## config.mk

```make
export PLATFORM = sky130hd
export DESIGN_NAME = i2s_receive_24
export DESIGN_NICKNAME = d
export VERILOG_FILES = /design/src/rtl/i2s_receive_24.sv
export SDC_FILE = /design/constraint.sdc
export NUM_CORES = 1
export LEC_CHECK = 0
export ABC_AREA = 0
export ABC_CLOCK_PERIOD_IN_PS = 2100
export BUFFER_PORTS_ARGS = -buffer_cell sky130_fd_sc_hd__buf_2
export CAP_MARGIN = 40
export CORE_MARGIN = 1
export CORE_UTILIZATION = 45
export DETAILED_ROUTE_END_ITERATION = 16
export PLACE_DENSITY = 0.66
export RECOVER_POWER = 100
export SYNTH_ARGS = -nofsm -noshare
export SYNTH_HDL_FRONTEND = slang
export SYNTH_SLANG_ARGS = --single-unit
```

## constraint.sdc

```tcl
create_clock -name clk_i -period 2.1 [get_ports clk_i]
set_input_delay 0.315 -clock clk_i [delete_from_list [all_inputs] [get_ports clk_i]]
set_output_delay 0.315 -clock clk_i [all_outputs]
set_load 0.03 [all_outputs]
```

## src/rtl/i2s_receive_24.sv

```systemverilog
// I2S receiver: oversamples SCK/WS/SD in the clk domain, deserialises Philips-framed
// DATA_W-bit words and queues them with a channel tag into a small valid/ready FIFO.
module i2s_receive_24 #(
  parameter int FIFO_DEPTH = 2,
  parameter int DATA_W     = 24
) (
  input  logic              clk_i,
  input  logic              rst_i,
  input  logic              sck_i,
  input  logic              ws_i,
  input  logic              sd_i,
  input  logic              enable_i,
  input  logic              clear_err_i,
  output logic [DATA_W-1:0] sample_o,
  output logic              sample_right_o,
  output logic              sample_valid_o,
  input  logic              sample_ready_i,
  output logic              overrun_o,
  output logic              short_frame_o,
  output logic [2:0]        debug_state_o
);

  localparam int AW = (FIFO_DEPTH > 1) ? $clog2(FIFO_DEPTH) : 1;
  localparam int CW = $clog2(DATA_W + 1);
  localparam logic [CW-1:0] LAST_BIT  = CW'(DATA_W - 1);
  localparam logic [AW:0]   DEPTH_CNT = (AW + 1)'(FIFO_DEPTH);

  typedef enum logic [2:0] {
    ST_IDLE  = 3'd0,
    ST_SYNC  = 3'd1,
    ST_DELAY = 3'd2,
    ST_SHIFT = 3'd3,
    ST_DONE  = 3'd4
  } state_t;

  // Pin synchronisers plus one delay stage on SCK and WS for edge detection.
  logic sck_s1_q, sck_s2_q, sck_dly_q;
  logic ws_s1_q, ws_s2_q, ws_dly_q;
  logic sd_s1_q, sd_s2_q;

  state_t            state_q, state_d;
  logic              chan_q, chan_d;
  logic [CW-1:0]     cnt_q, cnt_d;
  logic [DATA_W-1:0] shift_q, shift_d;
  logic              push_q, push_d;
  logic              overrun_q, overrun_d;
  logic              short_q, short_d;

  logic [AW-1:0] wr_ptr_q, rd_ptr_q;
  logic [AW:0]   count_q, count_d;
  logic [DATA_W:0] mem_q [FIFO_DEPTH];

  logic sck_fall, ws_edge, short_evt;
  logic fifo_valid, fifo_full, pop, push_ok, overrun_evt;
  logic [DATA_W:0] head;

  assign sck_fall = sck_dly_q & ~sck_s2_q;
  assign ws_edge  = ws_dly_q != ws_s2_q;

  // NOTE: every state element updates with <= so all flops sample pre-edge values together.
  always_ff @(posedge clk_i) begin
    if (rst_i) begin
      sck_s1_q  <= 1'b0;
      sck_s2_q  <= 1'b0;
      sck_dly_q <= 1'b0;
      ws_s1_q   <= 1'b0;
      ws_s2_q   <= 1'b0;
      ws_dly_q  <= 1'b0;
      sd_s1_q   <= 1'b0;
      sd_s2_q   <= 1'b0;
      state_q   <= ST_IDLE;
      chan_q    <= 1'b0;
      cnt_q     <= '0;
      shift_q   <= '0;
      push_q    <= 1'b0;
      overrun_q <= 1'b0;
      short_q   <= 1'b0;
      wr_ptr_q  <= '0;
      rd_ptr_q  <= '0;
      count_q   <= '0;
    end else begin
      sck_s1_q  <= sck_i;
      sck_s2_q  <= sck_s1_q;
      sck_dly_q <= sck_s2_q;
      ws_s1_q   <= ws_i;
      ws_s2_q   <= ws_s1_q;
      ws_dly_q  <= ws_s2_q;
      sd_s1_q   <= sd_i;
      sd_s2_q   <= sd_s1_q;
      state_q   <= state_d;
      chan_q    <= chan_d;
      cnt_q     <= cnt_d;
      shift_q   <= shift_d;
      push_q    <= push_d;
      overrun_q <= overrun_d;
      short_q   <= short_d;
      count_q   <= count_d;
      if (push_ok) wr_ptr_q <= wr_ptr_q + 1'b1;
      if (pop)     rd_ptr_q <= rd_ptr_q + 1'b1;
    end
  end

  // NOTE: defaults first so no path through the case leaves a signal unassigned (no latches).
  always_comb begin
    state_d   = state_q;
    chan_d    = chan_q;
    cnt_d     = cnt_q;
    shift_d   = shift_q;
    push_d    = 1'b0;
    short_evt = 1'b0;
    if (!enable_i) begin
      state_d = ST_IDLE;
    end else begin
      case (state_q)
        ST_IDLE: state_d = ST_SYNC;
        ST_SYNC: begin
          if (ws_edge) begin
            state_d = ST_DELAY;
            chan_d  = ws_s2_q;
            cnt_d   = '0;
          end
        end
        ST_DELAY, ST_SHIFT, ST_DONE: begin
          // A WS edge restarts the slot and swallows any coincident SCK fall.
          if (ws_edge) begin
            state_d   = ST_DELAY;
            chan_d    = ws_s2_q;
            cnt_d     = '0;
            short_evt = (state_q != ST_DONE);
          end else if (sck_fall) begin
            if (state_q == ST_DELAY) begin
              state_d = ST_SHIFT;
              cnt_d   = '0;
            end else if (state_q == ST_SHIFT) begin
              shift_d = {shift_q[DATA_W-2:0], sd_s2_q};
              cnt_d   = cnt_q + 1'b1;
              if (cnt_q == LAST_BIT) begin
                push_d  = 1'b1;
                state_d = ST_DONE;
              end
            end
          end
        end
        default: state_d = ST_IDLE;
      endcase
    end
  end

  assign fifo_valid  = count_q != '0;
  assign fifo_full   = count_q == DEPTH_CNT;
  assign pop         = fifo_valid & sample_ready_i;
  assign push_ok     = push_q & (~fifo_full | pop);
  assign overrun_evt = push_q & fifo_full & ~pop;

  always_comb begin
    count_d = count_q;
    case ({push_ok, pop})
      2'b10:   count_d = count_q + 1'b1;
      2'b01:   count_d = count_q - 1'b1;
      default: count_d = count_q;
    endcase
  end

  // Error flags: a same-cycle event beats the clear.
  assign overrun_d = (overrun_q & ~clear_err_i) | overrun_evt;
  assign short_d   = (short_q & ~clear_err_i) | short_evt;

  // NOTE: storage is not reset; the outputs below are masked by valid instead.
  always_ff @(posedge clk_i) begin
    if (push_ok) mem_q[wr_ptr_q] <= {chan_q, shift_q};
  end

  assign head           = mem_q[rd_ptr_q];
  assign sample_valid_o = fifo_valid;
  assign sample_o       = fifo_valid ? head[DATA_W-1:0] : '0;
  assign sample_right_o = fifo_valid & head[DATA_W];
  assign overrun_o      = overrun_q;
  assign short_frame_o  = short_q;
  assign debug_state_o  = state_q;

endmodule

```

==> Word level (Yosys, flattened, before mapping) <==
Memory sizes are Yosys's and may differ from the RTL's. A register that Yosys moved wholly into a read port is not among the register bits.
Cells that the tools add are included.
{ "totals": {"reg_bits": 48, "mem_bits_rw": 50, "out_inout_bits": 31, "mem_count": 1} }
{ "classes": {"n_addsub": 5, "n_eq_ne": 14, "muxes": 23, "n_bitwise": 21, "reduce_logical": 12} }
{ "memory_table": {"columns": ["name", "depth", "word_bits", "read_ports", "rd_clocked_by_memory_dff", "wr", "line", "source"], "rows": [
  ["mem_q", 2, 25, 1, 1, 1, "51", "logic [DATA_W:0] mem_q [FIFO_DEPTH];"]
]} }
{ "ops": {"columns": ["op", "n"], "rows": [
  ["$mux W5", 5],
  ["$mux W24", 1],
  ["$mux W3", 6],
  ["$not A1 Y1", 10],
  ["$pmux W5 S2", 1],
  ["$pmux W3 S3", 1],
  ["$and A1 B1 Y1", 8],
  ["$mux W1", 8],
  ["$ne A4 B4 Y1 const B", 2],
  ["$reduce_or A7 Y1", 1],
  ["$eq A3 B2 Y1 const B", 2],
  ["$ne A3 B3 Y1 const B", 2],
  ["$reduce_and A6 Y1", 1],
  ["$reduce_bool A2 Y1", 3],
  ["$add A5 B1 Y5 const B", 1],
  ["$eq A5 B5 Y1 const B", 1],
  ["$reduce_and A5 Y1", 1],
  ["$eq A2 B2 Y1 const B", 2],
  ["$pmux W2 S2", 1],
  ["$reduce_and A4 Y1", 1],
  ["$reduce_or A4 Y1", 1],
  ["$eq A3 B1 Y1 const B", 1],
  ["$eq A3 B3 Y1 const B", 1],
  ["$logic_not A3 Y1", 1],
  ["other kinds (10)", 13]
]} }

==> Logic depth before layout (Yosys ltp) <==
{ "depth": {"ltp_word": 7, "mapped_depth": 7, "depth_no_buf": 6} }

==> Worst setup path before layout <==
Ideal clock, no wire load.
{ "synth_timing": {"path_type": "register -> register", "start": "register count_q[0]", "end": "memory mem_q[0][0] (netlist bit), enable pin", "setup_ns": 0.407, "arrival_time_ns": 1.758, "required_time_ns": 1.693, "setup_slack_ns": -0.065, "path_stages_with_launch": 4, "path_buffers": 0, "cell_sequence": "dfxtp_1 > nor2_1 > a21bo_2 > nor2_1"} }
{ "synth_via": {"elab_chain_len": 6, "word_cells_on_any_way": 8, "cone_classes": "eq/ne (1); mux (2); bitwise (4); reduce/logical (1)"} }
{ "synth_rtl": {"columns": ["item", "line", "source"], "rows": [
  ["start: declaration", "50", "logic [AW:0] count_q, count_d;"],
  ["start signal: assignment", "97", "count_q <= count_d;"],
  ["$reduce_bool A2 Y1 or $eq A2 B2 Y1 (tied branches)", "149, 150", null],
  ["$and A1 B1 Y1 or $not A1 Y1 (tied branches)", "151, 152", null],
  ["$or A1 B1 Y1 *", "152", "assign push_ok = push_q & (~fifo_full | pop);"],
  ["$and A1 B1 Y1 *", "152", null],
  ["$mux W1 *", "170", "if (push_ok) mem_q[wr_ptr_q] <= {chan_q, shift_q};"],
  ["$mux W1 (implied by the code) *", "170", null],
  ["end: declaration", "51", null]
]} }
Mark *: on every way between the ends. The rest lies on a longest branch, timed or not.

==> Final worst setup path <==
{ "layout_timing": {"start": "register count_q[1]", "end": "output sample_o[0]"} }
{ "layout_via": {"elab_chain_len": 2} }
{ "layout_rtl": {"columns": ["item", "line", "source"], "rows": [
  ["$reduce_bool A2 Y1", "149", "assign fifo_valid = count_q != '0;"],
  ["$mux W24", "175", "assign sample_o = fifo_valid ? head[DATA_W-1:0] : '0;"],
  ["end: declaration", "14", "output logic [DATA_W-1:0] sample_o,"]
]} }
Every way passes these cells.

==> results.md <==
* GRT Overall Usage at ~15%
* Synth Net Count at 338
* Drt drc at 0
* Mapped Cells at between 300 and 400
* Unrepaired setup endpoints after global routing: no
* Worst setup SP type: flip-flop
* Sequential power share at about 61%
* Status: complete, but fails checks
* Overflow after GRT at 0
* Antenna-violating nets left at 0
* Share of layout cells above drive strength 1 at between 10% and 20%
* Rows at 33
* FF/Latch Area at 0.002482 sq mm
* Post-CTS sizing at 0
* Worst-path clk slew at 0.09 ns
* Post-synthesis cell area at around 0.0038 sq mm
* Gp weighted congestion at 0.7970
* Rel. slew slack at -7.852%
* Post-synth EDFFs at 50
* Failing checks: max-capacitance violations, max-slew violations
* FMAX at roughly 0.53 GHz
* Worst hold margin at roughly 0.17 ns
* CP endpoint kind: primary output
* Slowest stage cell, crit path: dfxtp_1
* Die height at between 90 and 100 um
* Crit path DAT at approximately 1.6 ns
* Setup violations, final at 0
* Synth Register Bits at a little under 100
* Clk_lat worst skew at about 0.35 ns
* First-pass GRT wire length at 10310 um
* Net Sw Frac at about a fifth
* Detailed Place HPWL at a little under 4000 um
* Tmin final at around 1.9 ns
* Final wirelength at ~6200 um
* Vias in the first global route at 2253
* Initial Util at a little under half
* Post-synthesis sequential area ratio at approximately 65%
* Multi-input combinational cell area at approximately 0.0012 sq mm
* Asr flop ratio synth at 0%
* Final Max Slew Viols at 37
* Kind of critical path: flip-flop to primary output
* Clock Sinks at 99
* Initial DRC count at 73
* CP Data Required Time at 1.78 ns
* Largest net degree at the start of global routing at 37
* Antenna cells at 0
* Nets at approximately 380
* Fillers at ~730
* Drt via density at between 5 and 6
* Min-Delay Path Class: input port to flip-flop
* Top Ports at 39
* Peak VDD IR at approximately 0.43 mV
* Layout Skew at 0.01214 ns
* DRT Pass-1 Iters at 4
* Commonest non-fill, non-tap cells in the layout: nand2_1 (52), edfxtp_1 (50), dfxtp_1 (49)
* Share of total power in the clock network at a little under two fifths
* CTS H-tree lvls at 3
* Crit Path Max Fanout at 26
* TritonCTS clock tree: built
* Fin. Hold Viols at 0
* Internal power at between 2 and 3 mW
* Num CTS Buffers at 9
* Period utilization at 90.29%
* Clk root buf: clkbuf_8
* Vias at 2404
* Initial antenna violation count at 0
* Leakage at ~1.4 nW
* Sw Pwr at around 700 uW
* # hold bufs at CTS at 0
* Area grow syn2layout at 12.12%
* Total power at around 3.3 mW
* Prevailing post-synth register cell: edfxtp_1
* Core area at 0.008217 sq mm
* PD cells at roughly 770 mW/mm^2
* # Max-Cap Violations at 1
* DR WL/cell at 13.04 um
* # port buffers at 38
* CP cell instances: nor2_2, buf_4, nor2_1, clkbuf_1
* Setup bufs post-CTS at 0
* Max incr delay on CP at 0.42 ns
* Die Footprint at about 0.009 sq mm
* Synth cell types at slightly above 40
* Worst slew pin tran at approximately 1.6 ns
* Comb power frac at under 10%
* Most common cell after layout, fill and taps aside: nand2_1
* Syn Area/Cell at around 12 sq um
* Die Wd at around 94 um
* Yosys warns at 0
* Clock Tree Buf Depth at 2
-- cell families after synthesis --
kind of cell               share of synthesized area, %
muxes                                             6.777
and+or+nand+nor                                   14.99
AOI/OAI and AO/OA                                 8.211
DFF                                               64.65
adders and majority gates                        0.6516
xor gates and xnor gates                          1.760
buffers and inverters                             2.965
-- Yosys cell counts (3+ instances only) --
| cell type | instances | share of area [%] |
|---|---|---|
| nor3_1 | 4 | 0.52 |
| o21ai_0 | 8 | 1.0 |
| a21oi_1 | 26 | 3.4 |
| nand2b_1 | 5 | 0.81 |
| nor2b_1 | 10 | 1.6 |
| nor2_1 | 36 | 3.5 |
| xnor2_1 | 3 | 0.68 |
| mux2i_1 | 26 | 6.8 |
| a32oi_1 | 4 | 0.91 |
| clkbuf_1 | 6 | 0.59 |
| buf_4 | 3 | 0.59 |
| inv_1 | 5 | 0.49 |
| buf_2 | 4 | 0.52 |
| nand2_1 | 52 | 5.1 |
| edfxtp_1 | 50 | 39 |
| dfxtp_1 | 49 | 26 |
-- sequential cells by signal, summed over array words and instances (netlist names), named ones only --
name	flops
chan_q	1
cnt_q	5
count_q	2
debug_state_o	3
mem_q	50
overrun_o	1
push_q	1
rd_ptr_q	1
sck_dly_q	1
sck_s1_q	1
sck_s2_q	1
sd_s1_q	1
sd_s2_q	1
shift_q	24
short_frame_o	1
wr_ptr_q	1
ws_dly_q	1
ws_s1_q	1
ws_s2_q	1
-- cell type report --
cell class,instances,area share [%]
timing repair buffer,46,5.115
multi-input combinational,207,28.95
tap,105,3.051
inverter,5,0.4359
clock buffer,9,2.877
clock inverter,7,1.918
sequential,99,57.66
-- worst max-delay path: cells and delay by family (launching register included) --
kind | cells | cell delay [ns]
and+or+nand+nor | 2 | 0.24
buffers and inverters | 2 | 0.55
DFF | 1 | 0.42
-- worst paths after layout --
path	slack [ns]	endpoint	cells after the start	startpoint
worst max-delay path	0.20	sample_o[0]	4	count_q[1]$_SDFFE_PP0P_
worst min-delay path	0.17	sd_s1_q$_SDFF_PP0_	2	sd_i
worst max register to register	0.27	cnt_q[3]$_SDFFE_PP0P_	5	debug_state_o[2]$_SDFFE_PP0P_
worst min register to register	0.45	ws_s2_q$_SDFF_PP0_	1	ws_s1_q$_SDFF_PP0_
-- power by group through the flow --
stage,clock (mW),sequential (mW),combinational [mW]
2_1_floorplan,0,2.07,0.0385
3_3_place_gp,0,2.07,0.0551
3_5_place_dp,0,2.07,0.0560
4_1_cts,1.27,2.02,0.0563
5_1_grt,1.34,2.03,0.0606
6_report,1.22,2.02,0.0551
-- per-layer routing --
| layer | share of wire (%) | global-route usage [%] | vias to the layer above |
|---|---|---|---|
| met5 | 0 | 0 | - |
| met4 | 1.6 | 7.179 | 0 |
| met3 | 4.0 | 3.945 | 7 |
| met2 | 50 | 26.99 | 42 |
| met1 | 45 | 17.37 | 1121 |
| li1 | - | - | 1234 |
-- per-stage QoR --
step	setup TNS (ns)	setup WS, ns	util, %	instances	area [sq um]
6_report	0	0.2039	52.40	478	4305
3_3_place_gp	0	0.5143	50.46	462	4146
4_1_cts	0	0.2703	52.98	478	4353
3_5_place_dp	0	0.4391	50.46	462	4146
5_1_grt	0	0.1114	52.40	478	4305
2_1_floorplan	-3.251	-0.06502	-	328	3840
(Power assumes the default switching activity.)
